`config.mk`:
```
export PLATFORM = sky130hd
export DESIGN_NAME = serial_word_comparator
export DESIGN_NICKNAME = d
export VERILOG_FILES = /design/src/rtl/serial_word_comparator.sv
export SDC_FILE = /design/constraint.sdc
export NUM_CORES = 1
export LEC_CHECK = 0
export BUFFER_PORTS_ARGS = -buffer_cell sky130_fd_sc_hd__buf_4
export CELL_PAD_IN_SITES_DETAIL_PLACEMENT = 1
export CELL_PAD_IN_SITES_GLOBAL_PLACEMENT = 1
export CORE_AREA = 2 2 80 82
export CTS_CLUSTER_DIAMETER = 50
export CTS_CLUSTER_SIZE = 14
export DETAILED_ROUTE_END_ITERATION = 6
export DIE_AREA = 0 0 82 84
export GPL_ROUTABILITY_DRIVEN = 1
export GPL_TIMING_DRIVEN = 0
export HOLD_SLACK_MARGIN = 0.06
export PLACE_DENSITY_LB_ADDON = 0.3
export SLEW_MARGIN = 20
export SYNTH_ARGS = -nofsm -noshare
export SYNTH_HDL_FRONTEND = slang
export SYNTH_SLANG_ARGS = --single-unit
```
`constraint.sdc`:
```
create_clock -name clk -period 2.7 [get_ports clk]
set_clock_uncertainty 0.1 [all_clocks]
set_input_delay 0.27 -clock clk [delete_from_list [all_inputs] [get_ports clk]]
set_output_delay 0.27 -clock clk [all_outputs]
set_load 0.02 [all_outputs]
```
`src/rtl/serial_word_comparator.sv`:
```
// Multi-cycle unsigned magnitude comparator: one bit_comparator slice is reused
// MSB-first, with its E/L/G outputs fed back as the next cycle's cascade inputs.

module bit_comparator (
   input  logic a,
   input  logic b,
   input  logic e,
   input  logic l,
   input  logic g,
   output logic e_nxt,
   output logic l_nxt,
   output logic g_nxt
);
   assign e_nxt = e & (a ~^ b);
   assign l_nxt = l | (e & ~a & b);
   assign g_nxt = g | (e & a & ~b);
endmodule

module serial_word_comparator #(
   parameter int WIDTH = 8
) (
   input  logic                       clk,
   input  logic                       rst,
   input  logic                       start,
   input  logic [WIDTH-1:0]           a_in,
   input  logic [WIDTH-1:0]           b_in,
   output logic                       busy,
   output logic                       done,
   output logic                       eq,
   output logic                       lt,
   output logic                       gt,
   output logic [$clog2(WIDTH+1)-1:0] bits_used
);
   localparam int CW = $clog2(WIDTH + 1);
   localparam int IW = (WIDTH > 1) ? $clog2(WIDTH) : 1;

   typedef enum logic [1:0] {IDLE, RUN, DONE} state_t;

   state_t           state, state_nxt;
   logic [WIDTH-1:0] a_sh, b_sh;
   logic             e_r, l_r, g_r;
   logic             e_s, l_s, g_s;
   logic [IW-1:0]    idx;
   logic [CW-1:0]    cnt;
   logic             finish;

   bit_comparator u_slice (
      .a     (a_sh[WIDTH-1]),
      .b     (b_sh[WIDTH-1]),
      .e     (e_r),
      .l     (l_r),
      .g     (g_r),
      .e_nxt (e_s),
      .l_nxt (l_s),
      .g_nxt (g_s)
   );

   always_ff @(posedge clk) begin
      if (rst) state <= IDLE;
      else     state <= state_nxt;
   end

   // Stop as soon as the cascade has resolved, or after the LSB.
   always_comb begin
      state_nxt = state;
      finish    = 1'b0;
      case (state)
         IDLE: if (start) state_nxt = RUN;
         RUN: begin
            finish = ~e_s || (idx == '0);
            if (finish) state_nxt = DONE;
         end
         DONE:    state_nxt = IDLE;
         default: state_nxt = IDLE;
      endcase
   end

   assign busy = (state == RUN);
   assign done = (state == DONE);

   always_ff @(posedge clk) begin
      if (rst) begin
         a_sh      <= '0;
         b_sh      <= '0;
         e_r       <= 1'b0;
         l_r       <= 1'b0;
         g_r       <= 1'b0;
         idx       <= '0;
         cnt       <= '0;
         eq        <= 1'b0;
         lt        <= 1'b0;
         gt        <= 1'b0;
         bits_used <= '0;
      end else begin
         case (state)
            IDLE: if (start) begin
               a_sh      <= a_in;
               b_sh      <= b_in;
               e_r       <= 1'b1;
               l_r       <= 1'b0;
               g_r       <= 1'b0;
               idx       <= IW'(WIDTH - 1);
               cnt       <= '0;
               eq        <= 1'b0;
               lt        <= 1'b0;
               gt        <= 1'b0;
               bits_used <= '0;
            end
            RUN: begin
               e_r  <= e_s;
               l_r  <= l_s;
               g_r  <= g_s;
               a_sh <= a_sh << 1;
               b_sh <= b_sh << 1;
               cnt  <= cnt + CW'(1);
               if (finish) begin
                  eq        <= e_s;
                  lt        <= l_s;
                  gt        <= g_s;
                  bits_used <= cnt + CW'(1);
               end else begin
                  idx <= idx - IW'(1);
               end
            end
            default: ;
         endcase
      end
   end
endmodule

```
After elaboration in Yosys (flattened, before gate mapping)
Cells that the tools add are included.
{ "word_totals": {"regBits": 35, "latch_bits": 0, "ram_bits": 0, "mem_bits_ro": 0, "output_inout_bits": 9, "mem_count": 0} }
{ "classes": {"addsub": 2, "multipliers": 0, "n_div": 0, "magnitude_cmp": 0, "n_eq_ne": 6, "n_shift": 0, "mux": 26, "bitwise": 11, "n_reduce_logical": 8} }
{ "op_table": {"columns": ["cell", "n"], "rows": [
  ["8-bit case mux with 2 select lines", 2],
  ["8-bit 2-to-1 mux", 2],
  ["4-bit case mux with 2 select lines", 2],
  ["1-bit case mux with 2 select lines", 6],
  ["4-bit 2-to-1 mux", 2],
  ["1-bit 2-to-1 mux", 6],
  ["3-bit 2-to-1 mux", 2],
  ["3-bit case mux with 2 select lines", 1],
  ["3-bit AND reduction", 2],
  ["1-bit AND", 5],
  ["4-bit by 1-bit adder with 4-bit output (second input constant)", 1],
  ["2-bit 2-to-1 mux", 2],
  ["2-bit by 1-bit inequality test with 1-bit output (second input constant)", 2],
  ["2-bit inequality test (second input constant)", 2],
  ["2-bit case mux with 2 select lines", 1],
  ["2-bit AND reduction", 2],
  ["3-bit logical NOT", 1],
  ["1-bit NOT", 3],
  ["3-bit by 1-bit subtractor with 3-bit output (second input constant)", 1],
  ["2-bit by 1-bit equality test with 1-bit output (second input constant)", 1],
  ["2-bit equality test (second input constant)", 1],
  ["2-bit logical NOT", 1],
  ["1-bit bitwise OR", 2],
  ["2-bit nonzero test", 1],
  ["2 further kinds", 2]
]} }

Depth between registers and ports, before layout
{ "logic_depth": {"depth_word": 7, "depth_mapped": 6, "depth_no_buf": 6} }

By module
From an unflattened synthesis, not the netlist that was laid out.
{ "unflattened": {"cells_unflattened": 181, "hier_area_um2": 1556.5} }
{ "by_module_without_submodules": {"columns": ["module", "instances", "cells_each", "area_per_inst_um2", "seq_area_each_um2"], "rows": [
  ["serial_word_comparator", 1, 175, 1517.7, 700.7],
  ["bit_comparator", 1, 6, 38.8, 0.0]
]} }

Worst setup path after synthesis
No wires, ideal clock.
{ "synth_path": {"kind": "register -> register", "start": "reg idx[0]", "end": "reg idx[1]", "setup_ns": 0.121, "arrival_time_ns": 1.474, "required_time_ns": 2.479, "slack_ns": 1.004, "path_stages_with_launch": 7, "period_less_slack_ns": 1.696, "cell_sequence": "dfxtp_1 > inv_1 > ha_1 > ha_1 > and4bb_4 > a2bb2oi_4 > mux2_4"} }
{ "synth_between": {"elab_chain_cells": 5, "elab_cells_between_ends": 8, "cone_classes": "add/sub: 1; eq/ne: 1; mux: 3; reduce/logical: 3"} }
{ "synth_lines": {"columns": ["element", "line", "rtl"], "rows": [
  ["start: declaration", "43", "logic [IW-1:0] idx;"],
  ["start signal: assignment", "102", "idx <= IW'(WIDTH - 1);"],
  ["start signal: assignment", "122", "idx <= idx - IW'(1);"],
  ["parallel branches: the longest is 5 deep, another holds 3-bit by 1-bit subtractor with 3-bit output", null, null]
]} }
Several ways; the timed one is not identified. The select of a mux whose other input is x is not followed.
A chain may end at the register's enable or synchronous reset.

Worst setup path after layout
Ends and elaborated chain as after synthesis.

==> results_dict.tcl <==
set metrics [dict create \
    place_ws_ns 0.843 \
    gp_congestion 0.694 \
    finalPower_mw 1.25 \
    cp_slowest_cell "and4bb_4" \
    syn_area_per_cell_um2 9.22 \
    synthFlopType "dfxtp_1" \
    design.die.area_mm2 0.00689 \
    r2r_cells 6 \
    ys_ff_latch 35 \
    drv_cap 0 \
    seq_area_um2 701 \
    startpoint_type "flip-flop" \
    path_clk_slew_ns 0.07 \
    htree_levels 2 \
    cts_num_sinks 35 \
    powerDensity_mw_per_mm2 583 \
    min_path_cells 3 \
    netlist_instances 189 \
    path_cells "inv_1 > ha_1 > ha_1 > and4bb_4 > a2bb2oi_4 > mux2_4" \
    path_max_fanout 6 \
    ant_nets 0 \
    post-dp-hpwl_um 2990 \
    clk_path_buf_depth 2 \
    fin_crit_sh_pct 68.6 \
    layout-drive-gt1-share_pct 27.7 \
    yosysUniqueCellTypes 41 \
    wl_um 4270 \
    r2r_start "idx[0]$_SDFFE_PP0P_" \
    numCtsBuffers 5 \
    io_buffers 27 \
    async_flop_share_pct 0 \
    status "finished, final reports clean" \
    fillCellCount 729 \
    grt_pass1_wl_um 7330 \
    start_util_pct 28.6 \
    cpMostUsedCell "ha_1" \
    fmax_mhz 540 \
    yosysWarnings 0 \
    first_iter_violations 49 \
    die_h_um 84 \
    ff2ff_setup_slack_ns 0.85 \
    syn_area_mm2 0.00174 \
    worstMarginPinSlew_ns 0.521 \
    finalHoldViolCount 0 \
    die_w_um 82 \
    ys_top_cells_by_area "dfxtp_1 40%, nand2_1 7.5%, a311oi_1 6.0%" \
    syn_to_final_growth_pct 22.9 \
    drv_slew 0 \
    grt_pass1_vias 1473 \
    grt_setup_unrepaired "false" \
    crit_arrival_ns 1.93 \
    syn_nets 211 \
    slowest_delay_ns 0.41 \
    critical_path_class "reg2reg" \
    vias 1432 \
    cp_data_required_time_ns 2.78 \
    ir_drop_v 0.000224 \
    cts_setup_buffers 0 \
    finalCriticalPeriod_ns 1.85 \
    min_path_type "in2reg" \
    vias_per_cell 4.76 \
    dr.pass1.iters 4 \
    routedWlPerCell_um 14.2 \
    yosysTopAreaCell "dfxtp_1" \
    reg2reg_to "idx[1]$_SDFFE_PP0P_" \
    core_area_mm2 0.00610 \
    synth_edf_count 0 \
    drcViolationCount 0 \
    num_io_pins 28 \
    layout.nets 245 \
    clock_latency_ns 0.29 \
    finalWorstSetupSlack_ns 0.847 \
    relSlewSlack_pct 65.1 \
    tns_ns 0 \
    antenna_found_initial 0 \
    cts_resized 0 \
    yosysSeqAreaShare_pct 40.2 \
    tritoncts "yes" \
    rows 29 \
    grt_overflow 0 \
    setup_viol 0 \
    grt_util_all_layers_pct 14.2 \
    synth_top_cell_area_share_pct 40.2 \
    dp.cells 293 \
    leakage_nw 0.898 \
    whs_ns 0.155 \
    final_cells 301 \
    holdCritStartpoint "a_in[6]" \
    multi_input_area_um2 903 \
    grt_max_degree 11 \
    synthTopCellsByCount "35 x dfxtp_1, 35 x nand2_1, 21 x nor2_1, 12 x a311oi_1, 10 x a21oi_1" \
    antennaDiodeCount 0 \
    end_kind "flip-flop" \
    postCtsHoldBufs 0 \
    root_buffer "clkbuf_8" \
    holdPathEnd "a_sh[6]$_SDFFE_PP0P_" \
]
[cell usage in the layout, fill, tap and decap left out, types with 2 or more instances in the layout]
cell type / count
a211oi_1: 2
a21o_2: 3
a21oi_1: 10
a22oi_1: 2
a311oi_1: 12
a311oi_2: 2
and3b_1: 2
buf_4: 30
buf_6: 6
clkbuf_1: 3
clkbuf_8: 8
dfxtp_1: 35
ha_1: 3
inv_1: 3
mux2_4: 2
mux2i_1: 6
nand2_1: 35
nand2b_1: 9
nand3_1: 2
nand3b_1: 4
nor2_1: 21
nor3b_1: 2
o21ai_0: 4
[how the worst max path moves through the flow]
stage                              from             endpoint  slack, ns  depth (start not counted)
floorplan           idx[0]$_SDFFE_PP0P_  idx[1]$_SDFFE_PP0P_       1.00                          6
global placement    idx[0]$_SDFFE_PP0P_  idx[2]$_SDFFE_PP0P_       0.87                          6
detailed placement  idx[0]$_SDFFE_PP0P_  idx[1]$_SDFFE_PP0P_       0.84                          6
CTS                 idx[0]$_SDFFE_PP0P_  idx[1]$_SDFFE_PP0P_       0.83                          6
global route        idx[0]$_SDFFE_PP0P_  idx[2]$_SDFFE_PP0P_       0.75                          6
finish              idx[0]$_SDFFE_PP0P_  idx[1]$_SDFFE_PP0P_       0.85                          6
[metal layers]
metal / wire length, um / global-route usage, % / part of all wire, % / up-vias
met5: 0 / 0 / 0 / -
met4: 84 / 5.91 / 2.0 / 0
met3: 175 / 3.35 / 4.1 / 8
met2: 1960 / 21.9 / 46 / 26
met1: 2050 / 18.7 / 48 / 666
li1: - / - / - / 732
[power by group]
group / leakage (nW) / internal (mW) / switching (mW) / total, mW
sequential: 0.288 / 0.555 / 0.0250 / 0.580
combinational: 0.559 / 0.118 / 0.131 / 0.250
clock: 0.0515 / 0.233 / 0.186 / 0.419
[flip-flops by register name (all words and copies together), names as in the netlist]
signal,count
e_r,1
idx,3
a_sh,8
eq,1
state,2
b_sh,8
bits_used,4
lt,1
g_r,1
cnt,4
l_r,1
gt,1
[worst max-delay path, delay by kind of cell, from the launching register on]
family | cells | cell delay, ns
buffers and inverters | 1 | 0.06
adder cells (fa/ha/maj) | 2 | 0.43
multiplexers | 1 | 0.32
AO/OA/AOI/OAI | 1 | 0.10
flip-flops | 1 | 0.33
AND/OR/NAND/NOR | 1 | 0.41
[cell families (layout without fill, tap and decap cells)]
kind of cell,Yosys count,count (layout),share of synthesized area [%]
multiplexers,8,8,5.17
flip-flops,35,35,40.2
adder cells (fa/ha/maj),3,3,2.15
XOR/XNOR,2,2,1.44
AO/OA/AOI/OAI,43,43,20.6
AND/OR/NAND/NOR,81,81,22.5
buffers and inverters,17,52,7.97
[layout make-up]
class / instances / share of cell area [%]
plain buffers: 13 / 5.43
clock buffers: 8 / 4.67
inverters: 4 / 1.05
multi-input cells: 137 / 42.2
flip-flops and latches: 35 / 32.7
well taps: 77 / 4.50
repair buffers: 27 / 9.46
[per-stage QoR]
| step | area, um^2 | utilization [%] |
|---|---|---|
| after floorplan | 1740 | - |
| after global placement | 2040 | 33.5 |
| after detailed placement | 2040 | 33.5 |
| after CTS | 2140 | 35.1 |
| after global routing | 2140 | 35.1 |
| final | 2140 | 35.1 |
(Power assumes the default switching activity.)
